File: config.mk
export PLATFORM = sky130hd
export DESIGN_NAME = multicycle_ctrl
export DESIGN_NICKNAME = d
export VERILOG_FILES = /design/src/rtl/multicycle_ctrl.sv
export SDC_FILE = /design/constraint.sdc
export NUM_CORES = 1
export LEC_CHECK = 0
export BUFFER_PORTS_ARGS = -buffer_cell sky130_fd_sc_hd__buf_2
export CAP_MARGIN = 20
export CELL_PAD_IN_SITES_DETAIL_PLACEMENT = 1
export CELL_PAD_IN_SITES_GLOBAL_PLACEMENT = 1
export CORE_MARGIN = 2
export CORE_UTILIZATION = 30
export DETAILED_ROUTE_END_ITERATION = 12
export GPL_TIMING_DRIVEN = 0
export PLACE_DENSITY_LB_ADDON = 0.1
export RECOVER_POWER = 25
export SYNTH_ARGS = -nofsm -noshare
export SYNTH_HDL_FRONTEND = slang
export SYNTH_SLANG_ARGS = --single-unit
File: constraint.sdc
create_clock -name clk -period 2.7 [get_ports clk]
set_clock_uncertainty 0.1 [all_clocks]
set_input_delay 0.135 -clock clk [delete_from_list [all_inputs] [get_ports clk]]
set_output_delay 0.135 -clock clk [all_outputs]
set_load 0.05 [all_outputs]
File: src/rtl/multicycle_ctrl.sv
// Five-cycle (IF/ID/EX/MEM/WB) control FSM for the RV32 datapath.
// Drives datapath selects and strobes, counts retired instructions, halts on illegal opcodes.
//
//   state  | meaning
//   -------+---------------------------------------------------------
//   S_IF   | fetch; selects at reset values
//   S_ID   | decode; illegal instruction branches to S_HALT
//   S_EX   | ALU operates; branch outcome captured into taken_q
//   S_MEM  | data memory access (MemRead for LOAD, MemWrite for STORE)
//   S_WB   | register write-back, PC update, instret increment
//   S_HALT | parked after an illegal instruction; left only by reset
module multicycle_ctrl #(
  parameter logic [3:0] ALU_AND = 4'b0000,
  parameter logic [3:0] ALU_OR  = 4'b0001,
  parameter logic [3:0] ALU_ADD = 4'b0010,
  parameter logic [3:0] ALU_SLT = 4'b0100,
  parameter logic [3:0] ALU_XOR = 4'b0101,
  parameter logic [3:0] ALU_SUB = 4'b0110,
  parameter logic [3:0] ALU_SRL = 4'b1000,
  parameter logic [3:0] ALU_SLL = 4'b1001,
  parameter logic [3:0] ALU_SRA = 4'b1010
) (
  input  logic        clk,
  input  logic        rst,
  input  logic [31:0] instr,
  input  logic        Zero,
  output logic        PCSrc,
  output logic        ALUSrc,
  output logic        RegWrite,
  output logic        MemToReg,
  output logic [3:0]  ALUCtrl,
  output logic        loadPC,
  output logic        MemRead,
  output logic        MemWrite,
  output logic        halted,
  output logic [31:0] instret
);

  localparam logic [6:0] OP_R      = 7'b0110011;
  localparam logic [6:0] OP_I      = 7'b0010011;
  localparam logic [6:0] OP_LOAD   = 7'b0000011;
  localparam logic [6:0] OP_STORE  = 7'b0100011;
  localparam logic [6:0] OP_BRANCH = 7'b1100011;

  typedef enum logic [2:0] {S_IF, S_ID, S_EX, S_MEM, S_WB, S_HALT} state_t;

  state_t state_q, state_d;
  logic   taken_q;

  logic [6:0] opcode;
  logic [2:0] funct3;
  logic       f7b;
  logic [4:0] rd;

  assign opcode = instr[6:0];
  assign funct3 = instr[14:12];
  assign f7b    = instr[30];
  assign rd     = instr[11:7];

  logic [3:0] dec_alu;
  logic       dec_alusrc, dec_illegal, br_cond;
  logic       is_r, is_i, is_load, is_store, is_branch;

  always_comb begin
    dec_alu     = ALU_ADD;
    dec_alusrc  = 1'b0;
    dec_illegal = 1'b0;
    br_cond     = 1'b0;
    is_r        = 1'b0;
    is_i        = 1'b0;
    is_load     = 1'b0;
    is_store    = 1'b0;
    is_branch   = 1'b0;
    case (opcode)
      OP_R, OP_I: begin
        is_r       = (opcode == OP_R);
        is_i       = (opcode == OP_I);
        dec_alusrc = is_i;
        case (funct3)
          3'b000:  dec_alu = (is_r && f7b) ? ALU_SUB : ALU_ADD;
          3'b001:  dec_alu = ALU_SLL;
          3'b010:  dec_alu = ALU_SLT;
          3'b100:  dec_alu = ALU_XOR;
          3'b101:  dec_alu = f7b ? ALU_SRA : ALU_SRL;
          3'b110:  dec_alu = ALU_OR;
          3'b111:  dec_alu = ALU_AND;
          default: dec_illegal = 1'b1;
        endcase
      end
      OP_LOAD, OP_STORE: begin
        is_load     = (opcode == OP_LOAD);
        is_store    = (opcode == OP_STORE);
        dec_alusrc  = 1'b1;
        dec_illegal = (funct3 != 3'b010);
      end
      OP_BRANCH: begin
        is_branch = 1'b1;
        dec_alu   = ALU_SUB;
        case (funct3)
          3'b000:  br_cond = Zero;
          3'b001:  br_cond = ~Zero;
          default: dec_illegal = 1'b1;
        endcase
      end
      default: dec_illegal = 1'b1;
    endcase
    // Illegal encodings present neutral selects so nothing downstream acts on them.
    if (dec_illegal) begin
      dec_alu    = ALU_ADD;
      dec_alusrc = 1'b0;
      is_r       = 1'b0;
      is_i       = 1'b0;
      is_load    = 1'b0;
      is_store   = 1'b0;
      is_branch  = 1'b0;
    end
  end

  always_ff @(posedge clk or negedge rst) begin
    if (!rst) begin
      state_q <= S_IF;
      taken_q <= 1'b0;
      instret <= 32'd0;
    end else begin
      state_q <= state_d;
      if (state_q == S_EX)
        taken_q <= is_branch & br_cond;
      if (state_q == S_WB)
        instret <= instret + 32'd1;
    end
  end

  always_comb begin
    state_d  = state_q;
    PCSrc    = 1'b0;
    ALUSrc   = 1'b0;
    RegWrite = 1'b0;
    MemToReg = 1'b0;
    ALUCtrl  = ALU_ADD;
    loadPC   = 1'b0;
    MemRead  = 1'b0;
    MemWrite = 1'b0;
    halted   = 1'b0;
    case (state_q)
      S_IF: state_d = S_ID;
      S_ID: begin
        ALUSrc  = dec_alusrc;
        ALUCtrl = dec_alu;
        state_d = dec_illegal ? S_HALT : S_EX;
      end
      S_EX: begin
        ALUSrc  = dec_alusrc;
        ALUCtrl = dec_alu;
        state_d = S_MEM;
      end
      S_MEM: begin
        ALUSrc   = dec_alusrc;
        ALUCtrl  = dec_alu;
        MemRead  = is_load;
        MemWrite = is_store;
        state_d  = S_WB;
      end
      S_WB: begin
        ALUSrc   = dec_alusrc;
        ALUCtrl  = dec_alu;
        loadPC   = 1'b1;
        PCSrc    = taken_q;
        RegWrite = (is_r | is_i | is_load) & (rd != 5'd0);
        MemToReg = is_load;
        MemRead  = is_load;
        state_d  = S_IF;
      end
      S_HALT: halted = 1'b1;
      default: state_d = S_IF;
    endcase
  end

endmodule

==> results.txt <==
----------------------------------------------------
[Global routing]
  Pin count of the biggest net entering global routing ... 37
  Number of global-route vias before repair ... approximately 1700
  Wire length of the first global-routing pass ... approximately 8 mm
  Aggregate global routing overflow ... 0
  Tot GR Track Use ... roughly 14%
  Number of antenna violations at the first check in global routing ... 0

[Floorplan]
  Number of placement rows ... 29
  Area of the die ... a little over 7000 sq um
  Number of top-level pins ... a little under 80
  Vertical die dimension ... 85.1 microns
  Core Area ... 6350 sq um
  Die Wd ... between 80 and 90 microns
  Effective utilization at floorplan ... between 30% and 40%

[Placed design]
  GPL Wtd Cong ... ~0.72
  Final HPWL from detailed placement ... around 3.6 mm
  Placed Cells ... about 330
  Count of buffers inserted at the top-level ports ... 60
  Post-DP Area ... approximately 2400 sq um

[Critical path]
  Data required time at the worst endpoint ... about 2.5 ns
  Critical path arrival ... 2.22 ns
  Setup crit start kind ... register
  Category of the critical setup timing path ... register to output pin
  Worst Setup End Kind ... output pin
  Largest driver fanout on the critical path ... 10

[Layout]
  Area of the multi-input gates ... 1000 sq um
  Number of filler instances in the final layout ... 770
  Final Instance Count excl. Fillers ... 340
  Storage cell area ... 901 sq um
  Ant diodes ... 0
  Post-route design area ... approximately 2500 sq um
  Fin nets ... between 200 and 300
  Layout area overhead ... 25.2%
  Fraction of final layout cells sized beyond drive strength 1 ... between 20% and 30%

[Timing]
  Fraction of the cycle the final worst path needs ... roughly nine tenths
  Tightest Pin Transition ... 0.934 ns
  Number of hold-slack violations in the final timing report ... 0
  Pins over their slew limit ... 0
  Endpoints failing setup ... 0
  Timing-limited maximum frequency ... slightly above 0.4 GHz
  Final critical delay including setup and external delays ... 2.46 ns
  Rel. slew slack ... a little under two fifths
  RSZ-0062 raised after global routing ... false

[Yosys]
  Average cell area after synthesis ... about 10 sq um
  FFs w/ async S/R, synth ... between 90% and 100%
  Library cell with the highest instance count after synthesis ... sky130_fd_sc_hd__dfrtp_1
  Most frequent cells after synthesis ... sky130_fd_sc_hd__dfrtp_1 (36), sky130_fd_sc_hd__xnor2_1 (20), sky130_fd_sc_hd__nand2_1 (18)
  Area of the mapped netlist ... 1970 sq um
  Synthesized netlist cell count ... 194
  Share of Yosys cell area claimed by the top area cell type ... a little under half
  Predominant post-synthesis flop cell ... sky130_fd_sc_hd__dfrtp_1
  Top cells by area, synth ... sky130_fd_sc_hd__dfrtp_1 (46%), sky130_fd_sc_hd__xnor2_1 (8.9%), sky130_fd_sc_hd__xor2_1 (6.2%)
  Netlist cell types ... 48
  Biggest area consumer among synthesized cells ... sky130_fd_sc_hd__dfrtp_1
  Post-synth net total ... 230
  Post-synth EDFFs ... 0
  Register bit total from synthesis ... 36
  Synth Warn # ... 0
  Sequential element share of the synthesized area ... a little under half

[CTS]
  Clock-pin slew of the registers on the worst-case setup and hold paths ... around 0.080 ns
  CTS-repair resized insts ... 0
  Clock tree from TritonCTS ... built
  Deepest level of the CTS H-tree ... 2
  Buffer cell driving the clock tree root ... sky130_fd_sc_hd__clkbuf_8
  Maximum buffer depth of the clock tree ... 2
  TritonCTS buffer count ... 5
  Clk_lat worst skew ... between 0.2 and 0.3 ns
  Number of sinks on the clock net ... 36

[Route]
  Final wirelength ... around 4.8 mm
  Final antenna-violating net count ... 0
  Post-detailed-route DRC marker count ... 0
  Vias per Instance ... 4.96
  Number of DRC markers in iteration 0 ... 33
  First-pass iteration count of the detailed router ... 4
  Vias ... approximately 1700
  Final routed wire length divided by cell count ... ~14 microns

[Power and ir drop]
  Power density over cell area ... 590 nW/um^2
  Worst voltage drop across the vdd grid ... between 0.4 and 0.5 mV
  Sequential fraction of design power ... about two fifths
  Cell-internal power ... 0.952 mW
  Combinational cell fraction of total power ... about a quarter
  Switching fraction of total power ... a little over a third
  Switch Pwr ... between 0.5 and 0.6 mW
  Share of total power in the clock network ... between 30% and 40%
  Leak ... around 1.1 nW

[Flow run]
  MaxCap Viol Count ... 0

[Worst hold path]
  Type of the most critical hold path ... input port to register

[Status]
  Status ... completed

----------------------------------------------------
-- cells by family after synthesis --
group	Yosys count	share of synthesized area [%]
XOR/XNOR	34	15.1
buffers and inverters	15	3.87
AND/OR/NAND/NOR	93	28.7
multiplexers	1	0.571
AO/OA/AOI/OAI	14	5.45
flip-flops	36	45.7
adder cells (fa/ha/maj)	1	0.634
-- final timing paths --
| kind | start | end | slack [ns] | cells after the start |
|---|---|---|---|---|
| max in group asynchronous | rst | instret[3] | 1.50 | 2 |
| worst max register to register | state_q[1] | instret[19] | 0.41 | 5 |
| min in group asynchronous | rst | instret[28] | 0.41 | 2 |
| worst min-delay path | Zero | taken_q | 0.04 | 3 |
| worst max-delay path | state_q[0] | ALUCtrl[1] | 0.24 | 6 |
| worst min register to register | instret[31] | instret[31] | 0.36 | 1 |
-- registers in the layout (all words and copies together), names as in the netlist --
name,cells
instret,32
state_q,3
taken_q,1
-- per-stage QoR --
step	hold WS (ns)	setup slack, ns	TNS [ns]	total power, mW	util (%)
final	0.0388	0.242	0	1.46	38.9
after global routing	0.0477	0.0806	0	1.53	38.9
after CTS	0.0365	0.237	0	1.48	39.3
after detailed placement	0.189	0.396	0	1.00	37.4
after global placement	0.185	0.407	0	0.998	37.4
after floorplan	-0.261	-0.269	-0.269	0.892	-
-- power groups by stage --
stage	sequential [mW]	clock [mW]	combinational, mW
6_report	0.606	0.473	0.379
5_1_grt	0.612	0.509	0.411
3_5_place_dp	0.617	0	0.385
3_3_place_gp	0.616	0	0.382
4_1_cts	0.607	0.487	0.389
2_1_floorplan	0.695	0	0.197
-- area by class of cell --
type	instances	share of cell area, %
multi-input combinational	143	40.6
sequential	36	36.5
timing repair buffer	61	11.6
tap	77	3.90
clock buffer	6	2.94
buffer	8	2.03
clock inverter	2	1.42
inverter	7	1.06
-- worst max-delay path, cell delays in order, from the launching register on --
cell and delay (ns):
sky130_fd_sc_hd__dfrtp_1 0.34, sky130_fd_sc_hd__clkbuf_1 0.30, sky130_fd_sc_hd__nor2_1 0.11, sky130_fd_sc_hd__xor2_1 0.18
sky130_fd_sc_hd__or3b_2 0.49, sky130_fd_sc_hd__or2_2 0.30, sky130_fd_sc_hd__buf_2 0.21
-- cell usage in the layout, fill, tap and decap left out, types with 3 or more instances in the layout --
cell / n
sky130_fd_sc_hd__xnor2_1: 20
sky130_fd_sc_hd__buf_2: 41
sky130_fd_sc_hd__nor2b_1: 4
sky130_fd_sc_hd__dfrtp_1: 36
sky130_fd_sc_hd__clkbuf_8: 5
sky130_fd_sc_hd__nor3_1: 8
sky130_fd_sc_hd__nand3_1: 15
sky130_fd_sc_hd__nand2b_1: 3
sky130_fd_sc_hd__clkbuf_1: 24
sky130_fd_sc_hd__nor4_2: 4
sky130_fd_sc_hd__xor2_1: 14
sky130_fd_sc_hd__nor2_1: 7
sky130_fd_sc_hd__nor4_1: 4
sky130_fd_sc_hd__nand2_1: 18
sky130_fd_sc_hd__inv_1: 7
sky130_fd_sc_hd__and3_1: 3
sky130_fd_sc_hd__nand4_1: 8
-- layer usage --
metal / vias to the layer above / global-route usage, % / wire [microns]
met2: 33 / 21.2 / 2310
met4: 0 / 4.33 / 40
met3: 6 / 3.11 / 197
met1: 834 / 18.5 / 2300
li1: 815 / - / -
met5: - / 0 / 0
-- repair_timing --
item,in CTS,in global routing
buffers inserted,0,0
setup endpoints to repair,0,0
hold buffers,1,0
hold endpoints to repair,36,0
Power figures use the tool's default switching activity.
